==> config.mk <==
export PLATFORM = sky130hd
export DESIGN_NAME = alu_iter_sequencer
export DESIGN_NICKNAME = d
export VERILOG_FILES = /design/src/rtl/alu_iter_sequencer_pkg.sv /design/src/rtl/alu_iter_sequencer.sv
export SDC_FILE = /design/constraint.sdc
export NUM_CORES = 1
export LEC_CHECK = 0
export ABC_AREA = 1
export CORE_MARGIN = 5
export CORE_UTILIZATION = 40
export CTS_CLUSTER_SIZE = 30
export DETAILED_ROUTE_END_ITERATION = 10
export GPL_TIMING_DRIVEN = 0
export SETUP_SLACK_MARGIN = 0.4
export SYNTH_ARGS = -nofsm -noshare
export SYNTH_HDL_FRONTEND = slang
export SYNTH_SLANG_ARGS = --single-unit
==> constraint.sdc <==
create_clock -name clk -period 3.3 [get_ports clk]
set_input_delay 0.33 -clock clk [delete_from_list [all_inputs] [get_ports clk]]
set_output_delay 0.33 -clock clk [all_outputs]
set_load 0.02 [all_outputs]
==> src/rtl/alu_iter_sequencer_pkg.sv <==
// Shared constants for the iterative ALU sequencer and the ALU control decoder.
// Holds the ALU control codes, the fun3 operation codes and the sequencer state type.
package alu_iter_sequencer_pkg;

    localparam logic [3:0] ALU_AND = 4'b0000;
    localparam logic [3:0] ALU_OR  = 4'b0001;
    localparam logic [3:0] ALU_ADD = 4'b0010;
    localparam logic [3:0] ALU_SUB = 4'b0110;

    localparam logic [2:0] F3_MUL  = 3'b000;
    localparam logic [2:0] F3_DIVU = 3'b101;
    localparam logic [2:0] F3_REMU = 3'b111;

    typedef enum logic [1:0] {
        ST_IDLE = 2'b00,
        ST_RUN  = 2'b01,
        ST_DONE = 2'b10
    } state_t;

endpackage

==> src/rtl/alu_iter_sequencer.sv <==
// Multi-cycle MUL / DIVU / REMU sequencer that borrows the shared ALU for WIDTH
// cycles (shift-add multiply, restoring divide) and returns a registered result.
module alu_iter_sequencer
    import alu_iter_sequencer_pkg::*;
#(
    parameter int WIDTH = 32
) (
    input  logic             clk,
    input  logic             rst_n,
    input  logic             start,
    input  logic [2:0]       fun3,
    input  logic [WIDTH-1:0] op_a,
    input  logic [WIDTH-1:0] op_b,
    output logic             busy,
    output logic             done,
    output logic [WIDTH-1:0] result,
    output logic [3:0]       alu_ctrl,
    output logic [WIDTH-1:0] alu_a,
    output logic [WIDTH-1:0] alu_b,
    input  logic [WIDTH-1:0] alu_result
);

    localparam int CNT_W = $clog2(WIDTH);

    state_t             state_r;
    state_t             state_nxt_s;
    logic [2:0]         fun3_r;
    logic [WIDTH-1:0]   acc_r;
    logic [WIDTH-1:0]   mcand_r;
    logic [WIDTH-1:0]   mplier_r;
    logic [WIDTH-1:0]   rem_r;
    logic [WIDTH-1:0]   quo_r;
    logic [WIDTH-1:0]   d_r;
    logic [CNT_W-1:0]   count_r;
    logic [WIDTH-1:0]   result_r;
    logic               done_r;
    logic [WIDTH-1:0]   rs_s;
    logic               sub_s;
    logic               is_div_s;
    logic               last_s;
    logic [3:0]         alu_ctrl_s;
    logic [WIDTH-1:0]   alu_a_s;
    logic [WIDTH-1:0]   alu_b_s;

    // Restoring-divide step: a set remainder MSB means the shifted value exceeds any divisor.
    assign rs_s     = {rem_r[WIDTH-2:0], quo_r[WIDTH-1]};
    assign sub_s    = rem_r[WIDTH-1] | (rs_s >= d_r);
    assign is_div_s = (fun3 == F3_DIVU) || (fun3 == F3_REMU);
    assign last_s   = (count_r == CNT_W'(WIDTH-1));

    assign busy     = (state_r != ST_IDLE);
    assign done     = done_r;
    assign result   = result_r;
    assign alu_ctrl = alu_ctrl_s;
    assign alu_a    = alu_a_s;
    assign alu_b    = alu_b_s;

    // State register.
    always_ff @(posedge clk or negedge rst_n) begin
        if (!rst_n) begin
            state_r <= ST_IDLE;
        end else begin
            state_r <= state_nxt_s;
        end
    end

    // Next-state decode and ALU control/operand drive.
    always_comb begin
        state_nxt_s = state_r;
        alu_ctrl_s  = ALU_ADD;
        alu_a_s     = {WIDTH{1'b0}};
        alu_b_s     = {WIDTH{1'b0}};
        case (state_r)
            ST_IDLE: begin
                if (start) begin
                    if (fun3 == F3_MUL) begin
                        state_nxt_s = ST_RUN;
                    end else if (is_div_s) begin
                        state_nxt_s = (op_b == {WIDTH{1'b0}}) ? ST_DONE : ST_RUN;
                    end else begin
                        state_nxt_s = ST_DONE;
                    end
                end else begin
                    state_nxt_s = ST_IDLE;
                end
            end
            ST_RUN: begin
                if (fun3_r == F3_MUL) begin
                    alu_ctrl_s = ALU_ADD;
                    alu_a_s    = acc_r;
                    alu_b_s    = mplier_r[0] ? mcand_r : {WIDTH{1'b0}};
                end else begin
                    alu_ctrl_s = ALU_SUB;
                    alu_a_s    = rs_s;
                    alu_b_s    = sub_s ? d_r : {WIDTH{1'b0}};
                end
                state_nxt_s = last_s ? ST_DONE : ST_RUN;
            end
            ST_DONE: state_nxt_s = ST_IDLE;
            default: state_nxt_s = ST_IDLE;
        endcase
    end

    // Operand capture, per-iteration accumulation and result/done registers.
    always_ff @(posedge clk or negedge rst_n) begin
        if (!rst_n) begin
            fun3_r   <= 3'b000;
            acc_r    <= {WIDTH{1'b0}};
            mcand_r  <= {WIDTH{1'b0}};
            mplier_r <= {WIDTH{1'b0}};
            rem_r    <= {WIDTH{1'b0}};
            quo_r    <= {WIDTH{1'b0}};
            d_r      <= {WIDTH{1'b0}};
            count_r  <= {CNT_W{1'b0}};
            result_r <= {WIDTH{1'b0}};
            done_r   <= 1'b0;
        end else begin
            done_r <= (state_r == ST_DONE);
            case (state_r)
                ST_IDLE: begin
                    if (start) begin
                        fun3_r   <= fun3;
                        acc_r    <= {WIDTH{1'b0}};
                        mcand_r  <= op_a;
                        mplier_r <= op_b;
                        d_r      <= op_b;
                        count_r  <= {CNT_W{1'b0}};
                        // Divide-by-zero preloads the architected results and skips RUN.
                        if (is_div_s && (op_b == {WIDTH{1'b0}})) begin
                            quo_r <= {WIDTH{1'b1}};
                            rem_r <= op_a;
                        end else begin
                            quo_r <= op_a;
                            rem_r <= {WIDTH{1'b0}};
                        end
                    end
                end
                ST_RUN: begin
                    count_r <= count_r + CNT_W'(1);
                    if (fun3_r == F3_MUL) begin
                        acc_r    <= alu_result;
                        mcand_r  <= {mcand_r[WIDTH-2:0], 1'b0};
                        mplier_r <= {1'b0, mplier_r[WIDTH-1:1]};
                    end else begin
                        rem_r <= alu_result;
                        quo_r <= {quo_r[WIDTH-2:0], sub_s};
                    end
                end
                ST_DONE: begin
                    case (fun3_r)
                        F3_MUL:  result_r <= acc_r;
                        F3_DIVU: result_r <= quo_r;
                        F3_REMU: result_r <= rem_r;
                        default: result_r <= {WIDTH{1'b0}};
                    endcase
                end
                default: count_r <= {CNT_W{1'b0}};
            endcase
        end
    end

endmodule

==> results.toml, run 1 <==
[worst_setup_path]
critical_path_class = "flop to output pin"
worstPathCellList = "ha_1 -> nand2_2 -> a21oi_2 -> nor2_1 -> nand2_1 -> nor2_1 -> nand2_1 -> nand2_2 -> nand2_4 -> buf_12 -> buf_8 -> nand3_2 -> o21ai_2 -> buf_6"
rr_endpoint = "rem_r[0]$_DFFE_PN0P_"
critPathLaunchType = "flop"
max_stage_delay_ps = 440
crit_buf_inv = 3
crit_path_max_fanout = 5
rrSetupSlack_ps = 1130
cp.required_ps = 2970
crit_arrival_ps = 2640
cp_slowest_cell = "dfrtp_1"
r2r-start = "state_r[0]$_DFF_PN0_"
rr_worst_depth = 7
end_kind = "output pin"
crit_family = "simple AND/OR/NAND/NOR gates"

[logic_synthesis]
synth_cell_types = 32
async_reset_ff_share_pct = 100.0
synth_most_common_cell = "nand2_1"
netlist_area_um2 = 12130
synth.avg_cell_area_um2 = 8.082
synth_top_area_share_pct = 48.47
synth-main-ff-cell = "dfrtp_1"
netlist_top_cells_area = "dfrtp_1 (48%), nand2_1 (10%), o21ai_0 (9.4%), inv_1 (5.1%), nor2_1 (4.0%)"
ys_seq_area_share_pct = 48.47
yosysTopAreaCell = "dfrtp_1"
ys_warn_count = 0
synthCells = 1501
synth_common_cells = "nand2_1 (338), dfrtp_1 (235), o21ai_0 (227), inv_1 (165), nor2_1 (128)"
ys_ff_latch = 235
synth_edf_count = 0

[route]
drtIter0Drc = 1312
drc = 0
vias = 11710
via_per_inst = 5.424
wirelength_um = 44270
ant_nets = 0
wire_per_inst_um = 20.51
dr.pass1.iters = 5

[global_route]
grt_antenna_before_repair = 0
grt_max_degree = 118
grt_pass1_vias = 11720
grt_usage_pct = 25.60
grt_pass1_wl_um = 67560
grt.overflow.total = 0

[final_layout]
n_antenna_cell = 0
area_delta_synth_final_pct = 33.62
fin_nets = 1885
nFillCells = 2821
multi_input_comb_area_um2 = 5595
drive_gt1_share_pct = 15.67
regArea_um2 = 5893
finish.utilization_pct = 54.41

[timing]
skew_ps = 18.71
setup_viol = 0
slew_violations = 0
min_period_ps = 2973
min_period_over_period_pct = 90.09
rsz0062_at_grt = "yes"
fmax_mhz = 336.4
hold_viol = 0
fin_tns_setup_ps = 0
slew_headroom_pct = 44.25
worst_pin_slew_ps = 833.2

[power_and_ir_drop]
power_density_nw_per_um2 = 1073
leakage_nw = 7.369
p_int_mw = 9.534
pwr-share-clk_pct = 18.1
power_frac_seq_pct = 29.4
swShare_pct = 45.20
p_sw_mw = 7.863
vdd_drop_max_uv = 616.5
power_frac_comb_pct = 52.5

[die]
num_rows = 63
ios = 204
start_util_pct = 40.72
die_h_um = 184.2
die_x_um = 184.2
dieArea_um2 = 33910
core_um2 = 29800

[placed_design]
io_buffer_count = 200
gp_congestion = 0.9662
hpwl_um = 33320

[cts]
cts_root_buffer = "clkbuf_16"
insertion_delay_ps = 550
cts_buffers = 27
tritoncts = "built"
clockBufferDepth = 3
clkSlewWorstSetupHoldPaths_ps = 60
cts.sink_count = 235
h-tree-depth = 1

[worst_hold_path]
hold_path.class = "primary input to async pin"

[status]
status = "completed"

[run]
maxCapViolations = 0
[cell families (layout without fill, tap and decap cells)]
group	after synthesis	after routing	synth area share, %
adder cells (fa/ha/maj)	34	34	3.507
flip-flops	235	235	48.47
AO/OA/AOI/OAI	416	416	19.36
buffers and inverters	266	531	8.808
AND/OR/NAND/NOR	515	516	16.75
XOR/XNOR	1	1	0.07221
multiplexers	32	32	2.970
other	2	3	0.06190
[layout make-up]
type                            count  share of cell area [%]
Buffer                             96                   2.972
Clock buffer                       42                   5.071
Clock inverter                      6                  0.6715
Inverter                          170                   3.936
Multi-Input combinational cell   1002                   34.52
Sequential cell                   235                   36.35
Tap cell                          390                   3.010
Timing Repair Buffer              217                   13.47
[metal layers]
metal	routed length [um]	global-route usage (%)	vias to the layer above
met5	0	0	-
met4	1177	7.098	0
met3	3455	3.316	78
met2	20630	41.53	496
met1	19010	36.31	5654
li1	-	-	5477
[worst max-delay path by stage]
| stage | cells after the start | slack, ps | start | to |
|---|---|---|---|---|
| 6_report | 14 | 330 | rem_r[13]$_DFFE_PN0P_ | alu_b[9] |
| 5_1_grt | 15 | 250 | d_r[11]$_DFFE_PN0P_ | alu_b[9] |
| 4_1_cts | 13 | 310 | rem_r[6]$_DFFE_PN0P_ | alu_b[20] |
| 3_5_place_dp | 13 | 170 | rem_r[14]$_DFFE_PN0P_ | alu_b[18] |
| 3_3_place_gp | 1 | -8590 | rst_n | mplier_r[23]$_DFFE_PN0P_ |
| 2_1_floorplan | 12 | 1220 | rem_r[14]$_DFFE_PN0P_ | alu_b[22] |
[power by group through the flow]
| stage | clock network (mW) | logic, mW | registers [mW] |
|---|---|---|---|
| 2_1_floorplan | 0 | 4.95 | 4.92 |
| 3_3_place_gp | 0 | 7.86 | 5.06 |
| 3_5_place_dp | 0 | 8.01 | 5.05 |
| 4_1_cts | 3.19 | 8.65 | 5.06 |
| 5_1_grt | 3.31 | 10.0 | 5.24 |
| 6_report | 3.15 | 9.13 | 5.11 |
[metrics by stage]
step / std cells / hold slack, ps / worst slack (ps) / cell area (um2) / power, mW
after floorplan: 1502 / 34.41 / 1219 / 12140 / 9.865
after global placement: 2092 / 491.9 / -8594 / 14630 / 12.93
after detailed placement: 2094 / 126.4 / 169.1 / 14690 / 13.06
after CTS: 2155 / 145.6 / 305.4 / 15920 / 16.90
after global routing: 2158 / 159.7 / 253.5 / 16210 / 18.55
final: 2158 / 163.0 / 327.0 / 16210 / 17.40
[sequential cells by signal, indices dropped and copies added (netlist names)]
name / flops
acc_r: 32
d_r: 32
mcand_r: 32
mplier_r: 32
quo_r: 32
rem_r: 32
result: 32
count_r: 5
fun3_r: 3
state_r: 2
done: 1
[placed cells by master, fill, tap and decap left out, types with 10 or more instances in the layout]
master,n
ha_1,26
buf_2,28
dfrtp_2,10
nand3_2,20
inv_1,165
nand3_1,16
clkbuf_16,27
a21oi_1,57
dlygate4sd2_1,22
buf_6,31
clkdlybuf4s50_1,135
o22ai_1,33
o21ai_2,27
o221ai_1,17
a22oi_1,16
nor2_1,125
buf_4,20
clkbuf_2,18
mux2_2,32
o21ai_1,16
nand2_1,333
o21ai_0,195
dfrtp_1,225
o211ai_1,44
clkbuf_1,48
[worst register-to-register path: stages, from the launching register on]
cell      delay (ps)
dfrtp_1          380
inv_2             70
nor2_4           160
buf_4            230
buf_2            330
clkbuf_1         470
nand2_1          260
a31oi_1          210
[timing repair]
action | 4_1_cts | 5_1_grt
cloned | 4 | 0
hold buffers | 1 | 0
gates resized for setup | 320 | 102
setup buffers | 8 | 3
pin swaps | 19 | 15
setup endpoints to repair | 65 | 61
endpoints found under the hold margin | 235 | 0
Note: power is estimated with default switching activity, not from simulation.
==> run 2: changes to the inputs <==
--- a/config.mk
+++ b/config.mk
@@ -7,10 +7,12 @@
 export LEC_CHECK = 0
 export ABC_AREA = 1
 export CORE_MARGIN = 5
-export CORE_UTILIZATION = 40
+export CORE_UTILIZATION = 48
+export CTS_CLUSTER_DIAMETER = 100
 export CTS_CLUSTER_SIZE = 30
 export DETAILED_ROUTE_END_ITERATION = 10
 export GPL_TIMING_DRIVEN = 0
+export PLACE_DENSITY = 0.73
 export SETUP_SLACK_MARGIN = 0.4
 export SYNTH_ARGS = -nofsm -noshare
 export SYNTH_HDL_FRONTEND = slang
==> results.toml, run 2 (synthesis results as in run 1) <==
[status]
status = "completed"

[global_route]
grt.overflow.total = 0
grt_usage_pct = 28.38
grt_pass1_vias = 11760
grt_antenna_before_repair = 1
grt_pass1_wl_um = 64150
grt_max_degree = 100

[worst_setup_path]
cpMostUsedCell = "buf_6"
cp_slowest_cell = "dfrtp_2"
critical_path_class = "flop to output pin"
crit_buf_inv = 3
cp.required_ps = 2970
end_kind = "output pin"
max_stage_delay_ps = 470
rrSetupSlack_ps = 1090
crit_arrival_ps = 2600
worstPathCellList = "ha_1 -> nand2_1 -> a21oi_1 -> nor2_1 -> nand2_1 -> nor2_1 -> nand2_2 -> nand2_2 -> nand2_4 -> buf_6 -> buf_6 -> nand3_1 -> o21ai_2 -> buf_6"
crit_path_max_fanout = 8
crit_family = "simple AND/OR/NAND/NOR gates"
critPathLaunchType = "flop"

[cts]
clockBufferDepth = 3
cts_buffers = 12
h-tree-depth = 1
cts.sink_count = 235
tritoncts = "built"
cts_root_buffer = "clkbuf_16"
insertion_delay_ps = 490
clkSlewWorstSetupHoldPaths_ps = 120

[route]
dr.pass1.iters = 5
via_per_inst = 5.729
ant_nets = 0
drtIter0Drc = 1275
vias = 11860
wirelength_um = 41950
wire_per_inst_um = 20.26
drc = 0

[timing]
slew_violations = 0
min_period_ps = 2929
slew_headroom_pct = 36.13
fmax_mhz = 341.5
hold_viol = 0
rsz0062_at_grt = "yes"
setup_viol = 0
worst_pin_slew_ps = 954.5
min_period_over_period_pct = 88.75
skew_ps = 21.42
timing.hold.ws_ps = 351.7

[worst_hold_path]
hold_path.class = "primary input to async pin"

[final_layout]
final_common_cell = "nand2_1"
nFillCells = 2188
n_antenna_cell = 0
regArea_um2 = 5897
drive_gt1_share_pct = 13.45
area_delta_synth_final_pct = 27.04
fin_nets = 1872
finish.utilization_pct = 61.56
final_cell_mix = "nand2_1 (331), dfrtp_1 (222), o21ai_0 (205), inv_1 (158), clkdlybuf4s50_1 (135)"
multi_input_comb_area_um2 = 5517

[die]
dieArea_um2 = 28550
core_um2 = 25040
start_util_pct = 48.46
num_rows = 58
die_h_um = 169.0
ios = 204
die_x_um = 169.0

[placed_design]
io_buffer_count = 200
hpwl_um = 31540
gp_congestion = 0.9800

[run]
maxCapViolations = 0

[power_and_ir_drop]
leakage_nw = 7.070
power_density_nw_per_um2 = 1013
vdd_drop_max_uv = 462.0
## run 2: path summary, 6_finish.rpt
path	startpoint	to	cells past startpoint
worst max-delay path	rem_r[13]$_DFFE_PN0P_	alu_b[30]	14
worst min-delay path	rst_n	acc_r[7]$_DFFE_PN0P_	2
worst max register to register	fun3_r[0]$_DFFE_PN0P_	result[24]$_DFFE_PN0P_	6
worst min register to register	result[4]$_DFFE_PN0P_	result[4]$_DFFE_PN0P_	1
max in group asynchronous	rst_n	mplier_r[21]$_DFFE_PN0P_	4
min in group clk	alu_result[18]	acc_r[18]$_DFFE_PN0P_	3
## run 2: cell type report
cell class | instances | share of cell area (%)
clock inverters | 3 | 0.4059
inverters | 170 | 4.165
plain buffers | 96 | 3.052
multi-input cells | 1001 | 35.79
repair buffers | 220 | 13.48
flip-flops and latches | 235 | 38.26
clock buffers | 15 | 2.159
well taps | 330 | 2.679
## run 2: metal layers
layer  vias up  global-route usage [%]  share of wire [%]
li1       5431                       -                  -
met1      5707                   39.10                 41
met2       620                   44.21                 45
met3       100                   5.979                9.9
met4         0                   11.17                3.8
met5         -                       0                  0
## run 2: power breakdown
part | internal [mW] | leakage [nW] | switching, mW
Sequential | 4.24 | 2.90 | 0.862
Combinational | 3.10 | 3.98 | 5.58
Clock | 0.830 | 0.191 | 1.00
## run 2: worst register-to-register path: cells and delay by family, from the launching register on
family          cells  cell delay, ps
buf+inv             2             790
simple gates        2             490
flops               1             440
compound gates      1             230
mux                 1             200
## run 2: metrics by stage
step	total power [mW]	instance area (um2)	std cells	setup TNS (ps)	setup slack (ps)
floorplan	9.865	12140	1502	0	1219
global placement	12.70	14550	2032	-1929910	-8237
detailed placement	12.94	14610	2034	0	182.2
CTS	14.94	15060	2058	0	319.0
global route	16.66	15410	2070	0	264.4
finish	15.61	15410	2070	0	371.3
## run 2: repair_timing
action | 4_1_cts | 5_1_grt
hold buffers | 1 | 0
endpoints found under the setup margin | 65 | 62
gates resized for setup | 273 | 63
pin swaps | 4 | 19
setup buffers | 5 | 12
hold endpoints to repair | 65 | 0
==> run 3: changes to the inputs <==
--- a/config.mk
+++ b/config.mk
@@ -11,9 +11,10 @@
 export CTS_CLUSTER_DIAMETER = 100
 export CTS_CLUSTER_SIZE = 30
 export DETAILED_ROUTE_END_ITERATION = 10
-export GPL_TIMING_DRIVEN = 0
+export GPL_TIMING_DRIVEN = 1
 export PLACE_DENSITY = 0.73
 export SETUP_SLACK_MARGIN = 0.4
+export SKIP_LAST_GASP = 1
 export SYNTH_ARGS = -nofsm -noshare
 export SYNTH_HDL_FRONTEND = slang
 export SYNTH_SLANG_ARGS = --single-unit
==> results.toml, run 3 (synthesis results as in run 1) <==
[run]
maxCapViolations = 0

[power_and_ir_drop]
leakage_nw = 7.053
power_density_nw_per_um2 = 1004
vdd_drop_max_uv = 591.9

[final_layout]
regArea_um2 = 5883
multi_input_comb_area_um2 = 5406
fin_nets = 1800
final_common_cell = "nand2_1"
drive_gt1_share_pct = 10.57
final_cell_mix = "nand2_1 (332), dfrtp_1 (233), o21ai_0 (206), inv_1 (162), clkdlybuf4s50_1 (148)"
nFillCells = 2281
finish.utilization_pct = 60.17
area_delta_synth_final_pct = 24.17

[cts]
cts_root_buffer = "clkbuf_16"
clockBufferDepth = 3
cts_buffers = 11
h-tree-depth = 1
cts.sink_count = 235
insertion_delay_ps = 480
clkSlewWorstSetupHoldPaths_ps = 120
tritoncts = "built"

[timing]
skew_ps = 10.39
fin_tns_setup_ps = 0
rsz0062_at_grt = "yes"
min_period_ps = 2876
min_period_over_period_pct = 87.16
slew_violations = 0
fmax_mhz = 347.7
worst_pin_slew_ps = 822.3
slew_headroom_pct = 45.12
setup_viol = 0
hold_viol = 0

[placed_design]
hpwl_um = 27240
io_buffer_count = 200
gp_congestion = 1.011

[worst_setup_path]
end_kind = "output pin"
crit_path_max_fanout = 6
crit_family = "compound AO/OA/AOI/OAI gates"
cp_slowest_cell = "dfrtp_1"
max_stage_delay_ps = 450
worstPathCellList = "ha_1 -> a21oi_1 -> nand2_1 -> nand2_1 -> nand3_1 -> a21oi_4 -> nand2_8 -> clkbuf_16 -> nand3_1 -> o21ai_0 -> buf_2"
crit_arrival_ps = 2550
critical_path_class = "flop to output pin"
crit_buf_inv = 2
critPathLaunchType = "flop"
cp.required_ps = 2970

[global_route]
grt_max_degree = 104
grt_usage_pct = 26.11
grt_pass1_vias = 10570
grt.overflow.total = 0
grt_antenna_before_repair = 2
grt_pass1_wl_um = 59710

[route]
ant_nets = 0
via_per_inst = 5.598
wire_per_inst_um = 19.46
drc = 0
dr.pass1.iters = 5
drtIter0Drc = 1337
vias = 11180
wirelength_um = 38850

[die]
die_h_um = 169.0
core_um2 = 25040
ios = 204
num_rows = 58
dieArea_um2 = 28550
die_x_um = 169.0
start_util_pct = 48.46

[status]
status = "completed"

[worst_hold_path]
hold_path.class = "primary input to flop"
-- run 3: cell types whose count changed in the layout (fill, tap and decap cells not counted), moves of 13 or more --
cell | previous run | this run
clkbuf_1 | 45 | 1
buf_2 | 40 | 10
buf_4 | 37 | 53
dlymetal6s2s_1 | 0 | 15
dlygate4sd2_1 | 32 | 4
clkdlybuf4s50_1 | 135 | 148
-- run 3: metal layers --
metal  global-route usage [%]  vias to the layer above  share of wire [%]
li1                         -                     5276                  -
met4                    6.020                        0                2.7
met5                        0                        -                  0
met2                    39.08                      495                 44
met1                    40.06                     5351                 44
met3                    4.157                       57                8.8
-- run 3: timing repair --
item,in CTS,in global routing
hold buffers,1,0
pin swaps,0,15
cloned,0,4
setup endpoints to repair,50,60
resized for setup,192,84
hold endpoints to repair,99,0
setup buffers,1,11
-- run 3: power by group --
group / switching [mW] / internal (mW) / leakage (nW)
sequential: 0.770 / 4.22 / 2.91
clock: 0.913 / 0.663 / 0.151
combinational: 5.41 / 3.15 / 3.99
total: 7.09 / 8.03 / 7.05
-- run 3: metrics by stage --
step	total power, mW	instance area (um2)	hold slack (ps)	std cells	setup WS, ps
after floorplan	9.865	12140	34.41	1502	1219
after global placement	12.43	14400	436.7	1964	319.9
after detailed placement	12.61	14400	442.9	1964	256.8
after CTS	14.22	14630	406.7	1980	380.9
after global routing	16.23	15060	431.3	1997	329.2
final	15.12	15060	413.2	1997	423.7
-- run 3: area by class of cell --
type | count | share of cell area (%)
repair buffers | 245 | 16.01
flip-flops and latches | 235 | 39.05
multi-input cells | 1001 | 35.89
diodes | 2 | 0.03322
clock buffers | 14 | 2.035
inverters | 170 | 4.236
well taps | 330 | 2.741
-- run 3: path summary, 6_finish.rpt --
kind	endpoint	cells after the start	slack, ps	from
worst max-delay path	alu_b[1]	11	420	rem_r[18]$_DFFE_PN0P_
worst min-delay path	acc_r[4]$_DFFE_PN0P_	3	410	alu_result[4]
worst max register to register	rem_r[21]$_DFFE_PN0P_	9	570	state_r[1]$_DFF_PN0_
worst min register to register	result[2]$_DFFE_PN0P_	1	510	result[2]$_DFFE_PN0P_
max in group asynchronous	mcand_r[5]$_DFFE_PN0P_	3	1910	rst_n
min in group asynchronous	result[6]$_DFFE_PN0P_	2	470	rst_n
-- run 3: worst register-to-register path, cell delays in order, from the launching register on --
cell,delay (ps)
dfrtp_1,440
nor2_4,200
inv_2,80
nor2_4,110
buf_4,430
nor2_4,70
inv_2,450
buf_4,490
nand2_1,130
o21ai_0,190
